==> src/rtl/dbg_run_ctrl_if.sv <==
// Run/halt handshake bundle between the debug module, the run controller and the core.
// master drives debugger commands and core status; slave is the controller.
interface dbg_run_ctrl_if;
    logic dm_haltreq;
    logic dm_resumereq;
    logic dm_step;
    logic dm_err_clr;
    logic core_dbg_mode;
    logic core_halt_req;
    logic core_resume_req;
    logic core_step;
    logic dm_halted;
    logic dm_running;
    logic dm_resumeack;
    logic dm_tmo_err;

    modport master (
        output dm_haltreq, dm_resumereq, dm_step, dm_err_clr, core_dbg_mode,
        input  core_halt_req, core_resume_req, core_step,
        input  dm_halted, dm_running, dm_resumeack, dm_tmo_err
    );

    modport slave (
        input  dm_haltreq, dm_resumereq, dm_step, dm_err_clr, core_dbg_mode,
        output core_halt_req, core_resume_req, core_step,
        output dm_halted, dm_running, dm_resumeack, dm_tmo_err
    );
endinterface

==> src/rtl/dbg_run_ctrl.sv <==
// Debug-module side run/halt controller: drives halt/resume/step requests to the core
// and reports halted/running/resumeack plus a sticky handshake-timeout flag.
module dbg_run_ctrl #(
    parameter int TMO_W   = 8,
    parameter int TMO_CYC = 200
) (
    input  logic           cpu_clk,
    input  logic           cpu_rstn,
    dbg_run_ctrl_if.slave  bus
);

    typedef enum logic [2:0] {
        RUNNING     = 3'd0,
        HALT_PEND   = 3'd1,
        HALTED      = 3'd2,
        RESUME_PEND = 3'd3,
        STEP_RUN    = 3'd4
    } state_e;

    localparam logic [TMO_W-1:0] TMO_LAST = TMO_W'(TMO_CYC - 1);
    localparam logic [TMO_W-1:0] TMO_SAT  = TMO_W'(TMO_CYC);

    state_e           state_q;
    logic [TMO_W-1:0] tmo_cnt_q;
    logic [TMO_W-1:0] tmo_cnt_d;
    logic             core_halt_req_q;
    logic             core_resume_req_q;
    logic             core_step_q;
    logic             dm_halted_q;
    logic             dm_running_q;
    logic             dm_resumeack_q;
    logic             dm_tmo_err_q;
    logic             pend;
    logic             tmo_hit;

    assign pend = (state_q == HALT_PEND) || (state_q == RESUME_PEND);

    // Counter parks one past the trip point so the set event fires once and a
    // later clear is not immediately overridden while the request is still stuck.
    always_comb begin
        tmo_cnt_d = '0;
        if (pend) tmo_cnt_d = (tmo_cnt_q == TMO_SAT) ? tmo_cnt_q : tmo_cnt_q + 1'b1;
    end

    assign tmo_hit = pend && (tmo_cnt_q == TMO_LAST);

    always_ff @(posedge cpu_clk or negedge cpu_rstn) begin
        if (!cpu_rstn) begin
            state_q           <= RUNNING;
            tmo_cnt_q         <= '0;
            core_halt_req_q   <= 1'b0;
            core_resume_req_q <= 1'b0;
            core_step_q       <= 1'b0;
            dm_halted_q       <= 1'b0;
            dm_running_q      <= 1'b1;
            dm_resumeack_q    <= 1'b0;
            dm_tmo_err_q      <= 1'b0;
        end else begin
            core_resume_req_q <= 1'b0;
            tmo_cnt_q         <= tmo_cnt_d;

            if (tmo_hit)            dm_tmo_err_q <= 1'b1;
            else if (bus.dm_err_clr) dm_tmo_err_q <= 1'b0;

            case (state_q)
                RUNNING: begin
                    if (bus.core_dbg_mode) begin
                        state_q      <= HALTED;
                        tmo_cnt_q    <= '0;
                        dm_halted_q  <= 1'b1;
                        dm_running_q <= 1'b0;
                    end else if (bus.dm_haltreq) begin
                        state_q         <= HALT_PEND;
                        tmo_cnt_q       <= '0;
                        core_halt_req_q <= 1'b1;
                    end
                end

                HALT_PEND: begin
                    if (bus.core_dbg_mode) begin
                        state_q         <= HALTED;
                        tmo_cnt_q       <= '0;
                        core_halt_req_q <= 1'b0;
                        dm_halted_q     <= 1'b1;
                        dm_running_q    <= 1'b0;
                    end else if (!bus.dm_haltreq) begin
                        state_q         <= RUNNING;
                        tmo_cnt_q       <= '0;
                        core_halt_req_q <= 1'b0;
                    end
                end

                HALTED: begin
                    // A pending halt request outranks a resume.
                    if (bus.dm_resumereq && !bus.dm_haltreq) begin
                        state_q           <= RESUME_PEND;
                        tmo_cnt_q         <= '0;
                        dm_resumeack_q    <= 1'b0;
                        core_step_q       <= bus.dm_step;
                        core_resume_req_q <= 1'b1;
                    end
                end

                RESUME_PEND: begin
                    if (!bus.core_dbg_mode) begin
                        state_q        <= core_step_q ? STEP_RUN : RUNNING;
                        tmo_cnt_q      <= '0;
                        dm_resumeack_q <= 1'b1;
                        dm_halted_q    <= 1'b0;
                        dm_running_q   <= 1'b1;
                    end
                end

                STEP_RUN: begin
                    // haltreq is deliberately ignored here; the step re-halts on its own.
                    if (bus.core_dbg_mode) begin
                        state_q      <= HALTED;
                        tmo_cnt_q    <= '0;
                        core_step_q  <= 1'b0;
                        dm_halted_q  <= 1'b1;
                        dm_running_q <= 1'b0;
                    end
                end

                default: begin
                    state_q         <= RUNNING;
                    tmo_cnt_q       <= '0;
                    core_halt_req_q <= 1'b0;
                    core_step_q     <= 1'b0;
                    dm_halted_q     <= 1'b0;
                    dm_running_q    <= 1'b1;
                end
            endcase
        end
    end

    assign bus.core_halt_req   = core_halt_req_q;
    assign bus.core_resume_req = core_resume_req_q;
    assign bus.core_step       = core_step_q;
    assign bus.dm_halted       = dm_halted_q;
    assign bus.dm_running      = dm_running_q;
    assign bus.dm_resumeack    = dm_resumeack_q;
    assign bus.dm_tmo_err      = dm_tmo_err_q;

endmodule
==> src/flat_wrapper.sv <==
// flat-port wrapper written by rule: the top's interface ports become plain ports
module dbg_run_ctrl_flat 
#(
    parameter int TMO_W   = 8,
    parameter int TMO_CYC = 200
)
  (cpu_clk, cpu_rstn, bus_dm_haltreq, bus_dm_resumereq, bus_dm_step, bus_dm_err_clr, bus_core_dbg_mode, bus_core_halt_req, bus_core_resume_req, bus_core_step, bus_dm_halted, bus_dm_running, bus_dm_resumeack, bus_dm_tmo_err);
  dbg_run_ctrl_if bus_i ();
  input  logic cpu_clk;
  input  logic cpu_rstn;
  input wire logic [$bits(bus_i.dm_haltreq)-1:0] bus_dm_haltreq;
  input wire logic [$bits(bus_i.dm_resumereq)-1:0] bus_dm_resumereq;
  input wire logic [$bits(bus_i.dm_step)-1:0] bus_dm_step;
  input wire logic [$bits(bus_i.dm_err_clr)-1:0] bus_dm_err_clr;
  input wire logic [$bits(bus_i.core_dbg_mode)-1:0] bus_core_dbg_mode;
  output wire logic [$bits(bus_i.core_halt_req)-1:0] bus_core_halt_req;
  output wire logic [$bits(bus_i.core_resume_req)-1:0] bus_core_resume_req;
  output wire logic [$bits(bus_i.core_step)-1:0] bus_core_step;
  output wire logic [$bits(bus_i.dm_halted)-1:0] bus_dm_halted;
  output wire logic [$bits(bus_i.dm_running)-1:0] bus_dm_running;
  output wire logic [$bits(bus_i.dm_resumeack)-1:0] bus_dm_resumeack;
  output wire logic [$bits(bus_i.dm_tmo_err)-1:0] bus_dm_tmo_err;
  assign bus_i.dm_haltreq = bus_dm_haltreq;
  assign bus_i.dm_resumereq = bus_dm_resumereq;
  assign bus_i.dm_step = bus_dm_step;
  assign bus_i.dm_err_clr = bus_dm_err_clr;
  assign bus_i.core_dbg_mode = bus_core_dbg_mode;
  assign bus_core_halt_req = bus_i.core_halt_req;
  assign bus_core_resume_req = bus_i.core_resume_req;
  assign bus_core_step = bus_i.core_step;
  assign bus_dm_halted = bus_i.dm_halted;
  assign bus_dm_running = bus_i.dm_running;
  assign bus_dm_resumeack = bus_i.dm_resumeack;
  assign bus_dm_tmo_err = bus_i.dm_tmo_err;
  dbg_run_ctrl #(.TMO_W(TMO_W), .TMO_CYC(TMO_CYC)) u_core (.cpu_clk(cpu_clk), .cpu_rstn(cpu_rstn), .bus(bus_i));
endmodule
==> config.mk <==
export PLATFORM = sky130hd
export DESIGN_NAME = dbg_run_ctrl_flat
export DESIGN_NICKNAME = d
export VERILOG_FILES = /design/src/rtl/dbg_run_ctrl_if.sv /design/src/rtl/dbg_run_ctrl.sv /design/src/flat_wrapper.sv
export SDC_FILE = /design/constraint.sdc
export NUM_CORES = 1
export LEC_CHECK = 0
export ABC_AREA = 1
export BUFFER_PORTS_ARGS = -buffer_cell sky130_fd_sc_hd__buf_4
export CELL_PAD_IN_SITES_DETAIL_PLACEMENT = 1
export CELL_PAD_IN_SITES_GLOBAL_PLACEMENT = 1
export CORE_ASPECT_RATIO = 1.1
export CORE_MARGIN = 1.5
export CORE_UTILIZATION = 30
export CTS_CLUSTER_DIAMETER = 200
export DETAILED_ROUTE_END_ITERATION = 8
export PLACE_DENSITY_LB_ADDON = 0.1
export SLEW_MARGIN = 10
export SYNTH_ARGS = -nofsm -noshare
export SYNTH_HDL_FRONTEND = slang
export SYNTH_SLANG_ARGS = --single-unit
==> constraint.sdc <==
create_clock -name cpu_clk -period 3.64 [get_ports cpu_clk]
set_input_delay 0.182 -clock cpu_clk [delete_from_list [all_inputs] [get_ports cpu_clk]]
set_output_delay 0.182 -clock cpu_clk [all_outputs]
set_load 0.02 [all_outputs]
# Yosys cells after proc, flatten, opt, wreduce, memory -nomap -nowiden

Index checks and enable logic that the tools add are counted.

Word-level logic and storage cells: 80
Bits in registers: 18
Output and inout bits: 7

Reductions and logical operators: 15
Add/sub/neg operators: 1
Eq/ne operators: 14
Muxes and demuxes: 38
Bitwise gates (word level): 3

Operators by type and width:

| cell                | number |
|---|---|
| $mux 8              | 9 |
| $pmux 8 s5          | 1 |
| $mux 3              | 8 |
| $eq 8x8->1 const B  | 2 |
| $pmux 3 s5          | 1 |
| $mux 1              | 14 |
| $pmux 1 s3          | 4 |
| $reduce_and 3->1    | 3 |
| $reduce_or 3->1     | 3 |
| $add 8x1->8 const B | 1 |
| $ne 2x2->1 const B  | 4 |
| $eq 3x2->1 const B  | 2 |
| $ne 3x3->1 const B  | 2 |
| $reduce_and 5->1    | 1 |
| $ne 2x1->1 const B  | 2 |
| $reduce_and 4->1    | 1 |
| $reduce_bool 2->1   | 2 |
| $eq 3x1->1 const B  | 1 |
| $eq 3x3->1 const B  | 1 |
| $logic_not 3->1     | 1 |
| $not 1->1           | 3 |
| $logic_and 1x1->1   | 2 |
| $pmux 1 s2          | 1 |
| $logic_not 1->1     | 1 |
| $logic_or 1x1->1    | 1 |

# Longest topological paths before layout

Gate-level depths: netlist (run 1).

Word-level depth: 6
Depth in mapped cells: 9
Gate-level depth less buffers: 9

# Worst setup path before layout (run 1)

Ideal clock, no wire load.

Path kind: register to register
Start point: reg u_core.tmo_cnt_q[0]
End point: reg u_core.tmo_cnt_q[5]
Cell stages (with the launch flop): 10
Path buffers: 0
Period minus slack after synthesis: 1.151 ns
Data arrival time: 1.031 ns
Setup slack: 2.489 ns
Data required time: 3.520 ns
Path through: dfrtp_1 > inv_1 > ha_1 > nand3_1 > inv_1 > nand2_1 > nand2_1 > inv_1 > nand2_1 > nor2_1

Word-level cells in the longest chain between the ends: 6

Ends and longest elaborated chain:

| element                                   | RTL line                               | RTL |
|---|---|---|
| from (decl)                               | dbg_run_ctrl.sv:24                     | `logic [TMO_W-1:0] tmo_cnt_q;` |
| from (signal assigned)                    | dbg_run_ctrl.sv:60                     | `tmo_cnt_q <= tmo_cnt_d;` |
| $add 8x1->8 or $eq 8x8->1 (tied branches) | dbg_run_ctrl.sv:42                     | `if (pend) tmo_cnt_d = (tmo_cnt_q == TMO_SAT) ? tmo_cnt_q : tmo_cnt_q + 1'b1;` |
| $mux 8 * (2 in series)                    | dbg_run_ctrl.sv:42                     |  |
| $mux 8, on equally long branches          | dbg_run_ctrl.sv:86, dbg_run_ctrl.sv:72 |  |
| $mux 8, on equally long branches          | dbg_run_ctrl.sv:80, dbg_run_ctrl.sv:67 |  |
| $pmux 8 s5 *                              | dbg_run_ctrl.sv:65                     | `case (state_q)` |

Every way passes the cells marked *; elsewhere a longest branch is shown, timed or not.
A chain may end at the register's enable or synchronous reset.

# Worst setup path in the final report (run 1)

Ends and elaborated chain as after synthesis.

==> flow_summary.toml, run 1 <==
[clocking]
clock_sinks = 18
clk-insertion-delay-late_ns = 0.29
clockBufferDepth = 2
cts_root_buf = "clkbuf_4"
htreeDepth = 1
cts_setup_buffers = 0
cts_resized = 0
cts_tree = "yes"
cts_made_buffers = 3
clk_pin_slew_ns = 0.11

[grt]
top_usage_layer = "met2"
grt_start_max_net_pins = 19
antenna_found_initial = 0
grt_pass1_vias = 935
grt_overflow_total = 0
gr-usage-met1_pct = 18.8
grt_util_met2_pct = 24.9
grt_usage_pct = 15.0
grt_first_pass_wirelength_microns = 4330
grt.met3_usage_pct = 3.19

[timing]
fin_crit_sh_pct = 36.1
hold_viol = 0
period_needed_ns = 1.32
fmaxAchievable_mhz = 760
setup_slack_ns = 2.32
finalMaxSlewViolations = 0
setup_viol_count_final = 0
clock_skew_ns = 0.0120
tightest_slew_ns = 0.302
hold_slack_ns = 0.0790
rsz0062_at_grt = "no"
slew_headroom_pct = 79.6
tns_ns = 0

[power]
power_frac_comb_pct = 45.4
power_density_nw_per_um2 = 600
switching_share_pct = 43.4
seqPwrFrac_pct = 40.3
power_switching_mw = 0.316
internal-power_mw = 0.412
vdd_drop_max_mv = 0.265
p_clk_share_pct = 14.2
p_leak_nw = 0.588

[yosys]
ys_ff_latch = 18
yosys_warnings = 0
syn_nets = 141
synth_area_sq_um = 1030
synth-seq-area-share_pct = 43.7
synth.avg_cell_area_sq_um = 7.84
yosysUniqueCellTypes = 24
syn_inst = 132

[setup_path]
arrival_ns = 1.51
path_cells = "inv_1 > ha_1 > nand3_1 > inv_1 > nand2_1 > nand2_1 > inv_1 > nand2_1 > nor2_1"
r2r_slack_ns = 2.32
path_buf_inv = 3
start_kind = "flop"
critPathKind = "reg -> reg"
required_ns = 3.83
path_delay_family = "flip-flops"
critPathSlowestCell = "dfrtp_1"
critical_path.max_fanout = 4
cpPeakStageDelay_ns = 0.44
cp-end-kind = "flop"

[drt]
drtIter0Drc = 38
routed_wl_microns = 2420
wl_per_cell_microns = 13.0
vias = 925
ant_nets = 0
viasPerCell = 4.97
dr.pass1.iters = 2
drc = 0

[final_layout]
fin_area_sq_um = 1210
stdcell_count = 186
drive_above_1_share_pct = 21.3
multi_input_area_sq_um = 508
areaGrowthSynthToFinish_pct = 17.3
diodes = 0
fill_cells = 415
nets = 160
seqCellArea_sq_um = 452

[placed_design]
dp_slack_ns = 2.33
dpl.hpwl_microns = 1950
gp_congestion = 0.819
place_area_sq_um = 1180
io_buffers = 13
place_inst = 181

[hold_path]
hold_path_class = "in -> reg"

[floorplan]
io_pins = 14
die_area_sq_um = 3810
die_x_microns = 59.0
die_h_microns = 64.6
rows = 22
core_area_sq_um = 3300
initial_core_util_pct = 31.3

[job]
maxCapViolCount = 0

[status]
status = "finished, final reports clean"
## power groups by stage
| stage | clock network (mW) | registers, mW | logic, mW |
|---|---|---|---|
| 2_1_floorplan | 0 | 0.324 | 0.196 |
| 3_3_place_gp | 0 | 0.297 | 0.332 |
| 3_5_place_dp | 0 | 0.298 | 0.338 |
| 4_1_cts | 0.113 | 0.294 | 0.338 |
| 5_1_grt | 0.122 | 0.302 | 0.377 |
| 6_report | 0.104 | 0.294 | 0.331 |
## per-layer routing
layer | vias up | share of wire (%)
met4 | 0 | 0.95
met5 | - | 0
met2 | 9 | 50
met3 | 2 | 2.0
met1 | 451 | 47
li1 | 463 | -
## cell usage after synthesis
master,n,area [sq um]
nand4_1,3,18.8
dfrtp_1,17,425
nor3_1,5,25.0
a21boi_0,1,7.51
nor2_4,3,33.8
dfstp_2,1,26.3
a21oi_1,3,15.0
nor2_1,10,37.5
nand3b_1,2,15.0
inv_2,3,11.3
nor3_2,2,20.0
o211ai_1,2,15.0
o21ai_2,1,8.76
o21ai_0,3,15.0
nand2_2,2,12.5
nand3_2,1,10.0
nand3_1,13,65.1
o22ai_1,1,6.26
xnor2_1,1,8.76
nor2_2,3,18.8
nand2_1,33,124
ha_1,2,25.0
inv_1,17,63.8
xor2_1,3,26.3
## layout by cell type, fill, tap and decap left out, types with 2 or more instances in the layout
| cell type | count |
|---|---|
| inv_1 | 17 |
| o211ai_1 | 2 |
| nand2_2 | 2 |
| inv_2 | 3 |
| a21oi_1 | 3 |
| o21ai_0 | 3 |
| nor3_1 | 5 |
| nor2_4 | 3 |
| nor3_2 | 2 |
| nor2_1 | 10 |
| nor2_2 | 3 |
| xor2_1 | 3 |
| nand3b_1 | 2 |
| dfrtp_1 | 17 |
| nand4_1 | 3 |
| clkbuf_4 | 3 |
| ha_1 | 2 |
| buf_4 | 13 |
| nand2_1 | 33 |
| nand3_1 | 13 |
## worst paths after layout
check | start | endpoint | depth (start not counted)
min in group asynchronous | cpu_rstn | u_core.tmo_cnt_q[7]$_DFF_PN0_ | 2
max | u_core.tmo_cnt_q[0]$_DFF_PN0_ | u_core.tmo_cnt_q[5]$_DFF_PN0_ | 9
min | bus_dm_err_clr | u_core.bus.dm_tmo_err$_DFFE_PN0P_ | 2
max reg2reg | u_core.tmo_cnt_q[0]$_DFF_PN0_ | u_core.tmo_cnt_q[5]$_DFF_PN0_ | 9
min reg2reg | u_core.bus.dm_halted$_DFFE_PN0P_ | u_core.bus.dm_halted$_DFFE_PN0P_ | 2
max in group asynchronous | cpu_rstn | u_core.bus.dm_running$_DFFE_PN1P_ | 2
## registers in the layout (all words and copies together), names as in the netlist
register / flops
u_core.bus.dm_halted: 1
u_core.bus.dm_tmo_err: 1
u_core.tmo_cnt_q: 8
u_core.state_q: 3
u_core.bus.core_step: 1
u_core.bus.core_resume_req: 1
u_core.bus.dm_running: 1
u_core.bus.dm_resumeack: 1
u_core.bus.core_halt_req: 1
## logic make-up after synthesis
family          after synthesis  share of synthesized area, %
flops                        18                          43.7
xor+xnor                      4                          3.39
compound gates               11                          6.53
simple gates                 77                          36.8
fa+ha+maj                     2                          2.42
buf+inv                      20                          7.25
## area by class of cell
| class | instances | area share [%] |
|---|---|---|
| Sequential cell | 18 | 37.2 |
| Clock buffer | 4 | 2.16 |
| Multi-Input combinational cell | 94 | 41.9 |
| Inverter | 20 | 6.19 |
| Tap cell | 36 | 3.71 |
| Timing Repair Buffer | 14 | 8.87 |
## what timing repair did
action	CTS	global route
hold buffers	1	0
setup endpoints to repair	0	0
endpoints found under the hold margin	18	0
## metrics by stage
step | power (mW) | utilization, %
detailed placement | 0.635 | 35.6
global placement | 0.629 | 35.6
finish | 0.728 | 36.7
CTS | 0.746 | 36.7
global route | 0.801 | 36.7
floorplan | 0.520 | -
Note: power is estimated with default switching activity, not from simulation.
==> inputs of run 2 (changes only) <==
==> constraint.sdc (replaced) <==
create_clock -name cpu_clk -period 1.21 [get_ports cpu_clk]
set_input_delay 0.0605 -clock cpu_clk [delete_from_list [all_inputs] [get_ports cpu_clk]]
set_output_delay 0.0605 -clock cpu_clk [all_outputs]
set_load 0.02 [all_outputs]
==> flow_summary.toml, run 2 (synthesis gave the netlist of run 1 again) <==
[setup_path]
worstReg2RegEnd = "u_core.state_q[2]$_DFFE_PN0P_"
r2r_slack_ns = -0.008
timing.critical_path.mode_cell = "nor2_4"
critPathKind = "reg -> reg"
cpPeakStageDelay_ns = 0.48
critical_path.max_fanout = 6
arrival_ns = 1.41
required_ns = 1.40
start_kind = "flop"
r2r_start = "u_core.state_q[1]$_DFFE_PN0P_"
rr_worst_depth = 6
path_cells = "nor2_4 > nand2_1 > nor2_4 > nor2_4 > nand3b_1 > nand2_1"
cp-end-kind = "flop"
critPathSlowestCell = "dfrtp_2"

[floorplan]
die_h_microns = 64.6
die_x_microns = 59.0
die_area_sq_um = 3810
core_area_sq_um = 3300
initial_core_util_pct = 31.3
io_pins = 14
rows = 22

[status]
status = "complete, but fails checks"
violations = "setup timing"

[hold_path]
whs_endpoint = "u_core.bus.core_resume_req$_DFF_PN0_"
hp-start = "bus_dm_resumereq"
min_delay_path_depth = 3
hold_path_class = "in -> reg"

[grt]
antenna_found_initial = 0
grt_start_max_net_pins = 19
grt_overflow_total = 0
grt_usage_pct = 16.7
grt_pass1_vias = 1106
grt_first_pass_wirelength_microns = 4840

[power]
vdd_drop_max_mv = 1.02
p_leak_nw = 0.738
fin_total_pwr_mw = 2.71
power_density_nw_per_um2 = 1690

[final_layout]
drive_above_1_share_pct = 51.1
nets = 184
layout_commonest_cell = "buf_4"
reg.largest.list = "u_core.tmo_cnt_q x8, u_core.state_q x3"
largest_reg_flops = 8
fill_cells = 395
final_cell_mix = "33 x buf_4, 29 x nand2_1, 12 x inv_1, 11 x dfrtp_1, 7 x nand3_1"
regMostFlops = "u_core.tmo_cnt_q"
multi_input_area_sq_um = 677
areaGrowthSynthToFinish_pct = 54.5
seqCellArea_sq_um = 459
stdcell_count = 210
fin_area_sq_um = 1600
post-route-util_pct = 48.4
diodes = 0

[placed_design]
place_area_sq_um = 1280
place_inst = 195
dp_slack_ns = -0.116
io_buffers = 13
dpl.hpwl_microns = 2100
gp_congestion = 0.858

[timing]
slew_headroom_pct = 83.1
tightest_slew_ns = 0.251
finalMaxSlewViolations = 0
setup_slack_ns = -0.00818
fmaxAchievable_mhz = 821
fin_crit_sh_pct = 101
clock_skew_ns = 0.00857
setup_viol_count_final = 3
hold_viol = 0
tns_ns = -0.0144
period_needed_ns = 1.22
hold_slack_ns = 0.0670
rsz0062_at_grt = "yes"

[clocking]
clk_pin_slew_ns = 0.11
cts_tree = "yes"
clockBufferDepth = 2
cts_made_buffers = 3
clk-insertion-delay-late_ns = 0.29
htreeDepth = 1
clock_sinks = 18
cts_root_buf = "clkbuf_4"

[drt]
dr.pass1.iters = 4
wl_per_cell_microns = 13.7
ant_nets = 0
drtIter0Drc = 16
viasPerCell = 4.90
vias = 1028
routed_wl_microns = 2870
drc = 0

[job]
maxCapViolCount = 0
==> run 2: final cells by class <==
cell class / count / share of cell area (%)
Clock buffer: 4 / 2.27
Inverter: 20 / 5.16
Multi-Input combinational cell: 94 / 42.3
Sequential cell: 18 / 28.7
Tap cell: 36 / 2.82
Timing Repair Buffer: 38 / 18.7
==> run 2: worst max-delay path by stage <==
stage | startpoint | to | cells after the start
2_1_floorplan | u_core.tmo_cnt_q[0]$_DFF_PN0_ | u_core.tmo_cnt_q[5]$_DFF_PN0_ | 9
3_3_place_gp | u_core.tmo_cnt_q[0]$_DFF_PN0_ | u_core.tmo_cnt_q[5]$_DFF_PN0_ | 9
3_5_place_dp | u_core.tmo_cnt_q[0]$_DFF_PN0_ | u_core.tmo_cnt_q[5]$_DFF_PN0_ | 9
4_1_cts | u_core.tmo_cnt_q[0]$_DFF_PN0_ | u_core.tmo_cnt_q[3]$_DFF_PN0_ | 5
5_1_grt | u_core.state_q[0]$_DFFE_PN0P_ | u_core.state_q[1]$_DFFE_PN0P_ | 7
6_report | u_core.state_q[1]$_DFFE_PN0P_ | u_core.state_q[2]$_DFFE_PN0P_ | 6
==> run 2: what timing repair did <==
action / 4_1_cts / 5_1_grt
gates resized for setup: 23 / 30
pin swaps: 7 / 8
hold endpoints to repair: 21 / 0
gates cloned: 0 / 0
endpoints found under the setup margin: 12 / 17
hold buffers: 4 / 0
buffers inserted: 5 / 2
==> run 2: worst max-delay path, delay by kind of cell (launching register included) <==
family | cells | cell delay (ns)
DFF | 1 | 0.48
and+or+nand+nor | 6 | 0.64
==> run 2: routing by layer <==
| metal | vias to the layer above | wire (microns) | global-route usage, % |
|---|---|---|---|
| li1 | 506 | - | - |
| met1 | 511 | 1210 | 19.6 |
| met2 | 9 | 1600 | 30.7 |
| met3 | 2 | 39 | 1.80 |
| met4 | 0 | 23 | 5.97 |
| met5 | - | 0 | 0 |
==> run 2: power breakdown <==
| group | internal (mW) | switching, mW |
|---|---|---|
| clock network | 0.183 | 0.191 |
| logic | 0.612 | 0.805 |
| registers | 0.760 | 0.158 |
| total | 1.56 | 1.15 |
==> inputs of run 3 (changes only) <==
==> constraint.sdc (replaced) <==
create_clock -name cpu_clk -period 1.21 [get_ports cpu_clk]
set_input_delay 0.1815 -clock cpu_clk [delete_from_list [all_inputs] [get_ports cpu_clk]]
set_output_delay 0.1815 -clock cpu_clk [all_outputs]
set_load 0.02 [all_outputs]
==> flow_summary.toml, run 3 (synthesis gave the netlist of run 1 again) <==
[status]
status = "complete, but fails checks"
violations = "setup timing"

[floorplan]
io_pins = 14
die_x_microns = 59.0
die_h_microns = 64.6
die_area_sq_um = 3810
core_area_sq_um = 3300
initial_core_util_pct = 31.3
rows = 22

[setup_path]
cpPeakStageDelay_ns = 0.48
rr_worst_depth = 6
path_delay_family = "simple AND/OR/NAND/NOR gates"
required_ns = 1.40
worstSetupPathDepth = 6
arrival_ns = 1.41
path_buf_inv = 0
timing.critical_path.mode_cell = "nor2_4"
start_kind = "flop"
worstReg2RegEnd = "u_core.state_q[2]$_DFFE_PN0P_"
critPathSlowestCell = "dfrtp_2"
critical_path.max_fanout = 6
r2r_start = "u_core.state_q[1]$_DFFE_PN0P_"
path_cells = "nor2_4 > nand2_1 > nor2_4 > nor2_4 > nand3b_1 > nand2_1"
r2r_slack_ns = -0.01
critPathKind = "reg -> reg"
cp-end-kind = "flop"

[timing]
hold_viol = 0
tightest_slew_ns = 0.256
clock_skew_ns = 0.0103
tns_ns = -0.0125
period_needed_ns = 1.22
setup_slack_ns = -0.0125
fin_crit_sh_pct = 101
slew_headroom_pct = 82.7
finalMaxSlewViolations = 0
rsz0062_at_grt = "yes"
setup_viol_count_final = 1
fmaxAchievable_mhz = 818

[final_layout]
nets = 181
fill_cells = 408
layout_commonest_cell = "buf_4"
post-route-util_pct = 46.6
final_cell_mix = "34 x buf_4, 29 x nand2_1, 12 x inv_1, 11 x dfrtp_1, 8 x nand3_1"
diodes = 0
largest_reg_flops = 8
areaGrowthSynthToFinish_pct = 48.6
reg.largest.list = "u_core.tmo_cnt_q x8, u_core.state_q x3"
regMostFlops = "u_core.tmo_cnt_q"
drive_above_1_share_pct = 50.9

[grt]
grt_usage_pct = 16.8
grt_overflow_total = 0
grt_first_pass_wirelength_microns = 4860
grt_pass1_vias = 1090
grt_start_max_net_pins = 19
antenna_found_initial = 0

[drt]
ant_nets = 0
dr.pass1.iters = 3
routed_wl_microns = 2830
drtIter0Drc = 10
wl_per_cell_microns = 13.7
viasPerCell = 5.00
drc = 0
vias = 1034

[hold_path]
min_delay_path_depth = 2
hp-start = "bus_dm_err_clr"
hold_path_class = "in -> reg"
whs_endpoint = "u_core.bus.dm_tmo_err$_DFFE_PN0P_"

[power]
vdd_drop_max_mv = 0.919
p_leak_nw = 0.716
power_density_nw_per_um2 = 1730

[clocking]
cts_made_buffers = 3
clk_pin_slew_ns = 0.11
cts_tree = "yes"
htreeDepth = 1
clk-insertion-delay-late_ns = 0.29
clockBufferDepth = 2
cts_root_buf = "clkbuf_4"
clock_sinks = 18

[job]
maxCapViolCount = 0

[placed_design]
io_buffers = 13
dpl.hpwl_microns = 2100
gp_congestion = 0.858
[run 3: worst max-delay path by stage]
stage	startpoint	endpoint	slack, ns
2_1_floorplan	u_core.tmo_cnt_q[0]$_DFF_PN0_	u_core.tmo_cnt_q[5]$_DFF_PN0_	0.06
3_3_place_gp	u_core.tmo_cnt_q[0]$_DFF_PN0_	u_core.tmo_cnt_q[5]$_DFF_PN0_	-0.06
3_5_place_dp	u_core.tmo_cnt_q[0]$_DFF_PN0_	u_core.tmo_cnt_q[5]$_DFF_PN0_	-0.12
4_1_cts	u_core.tmo_cnt_q[0]$_DFF_PN0_	u_core.tmo_cnt_q[3]$_DFF_PN0_	-0.03
5_1_grt	u_core.tmo_cnt_q[0]$_DFF_PN0_	u_core.tmo_cnt_q[0]$_DFF_PN0_	-0.08
6_report	u_core.state_q[1]$_DFFE_PN0P_	u_core.state_q[2]$_DFFE_PN0P_	-0.01
[run 3: power breakdown]
part	internal, mW	switching [mW]
combinational	0.599	0.777
clock	0.183	0.193
sequential	0.760	0.153
total	1.54	1.12
[run 3: what timing repair did]
item | in CTS | in global routing
hold endpoints to repair | 18 | 0
hold buffers | 1 | 0
buffers inserted | 5 | 2
cloned | 0 | 0
gates resized for setup | 23 | 23
pin swaps | 7 | 9
endpoints found under the setup margin | 12 | 17
[run 3: metal layers]
layer	share of wire (%)	global-route usage (%)
met1	41	19.9
met2	56	30.7
met3	1.6	1.80
met4	0.81	5.97
met5	0	0
[run 3: layout make-up]
cell class / instances / area [sq um] / share of cell area [%]
Inverter: 20 / 80.1 / 5.21
Multi-Input combinational cell: 94 / 652 / 42.4
Tap cell: 36 / 45.0 / 2.93
Sequential cell: 18 / 459 / 29.9
Clock buffer: 4 / 36.3 / 2.36
Timing Repair Buffer: 35 / 265 / 17.2
[run 3: metrics by stage]
stage	cell area (sq um)	worst slack, ns	power, mW	hold WS (ns)	cells
5_1_grt	1540	-0.0832	2.89	0.0629	207
4_1_cts	1430	-0.0301	2.57	0.0712	205
2_1_floorplan	1030	0.0587	1.57	-0.114	132
3_5_place_dp	1280	-0.116	2.05	0.0666	195
6_report	1540	-0.0125	2.67	0.0832	207
3_3_place_gp	1280	-0.0556	2.02	0.0688	195
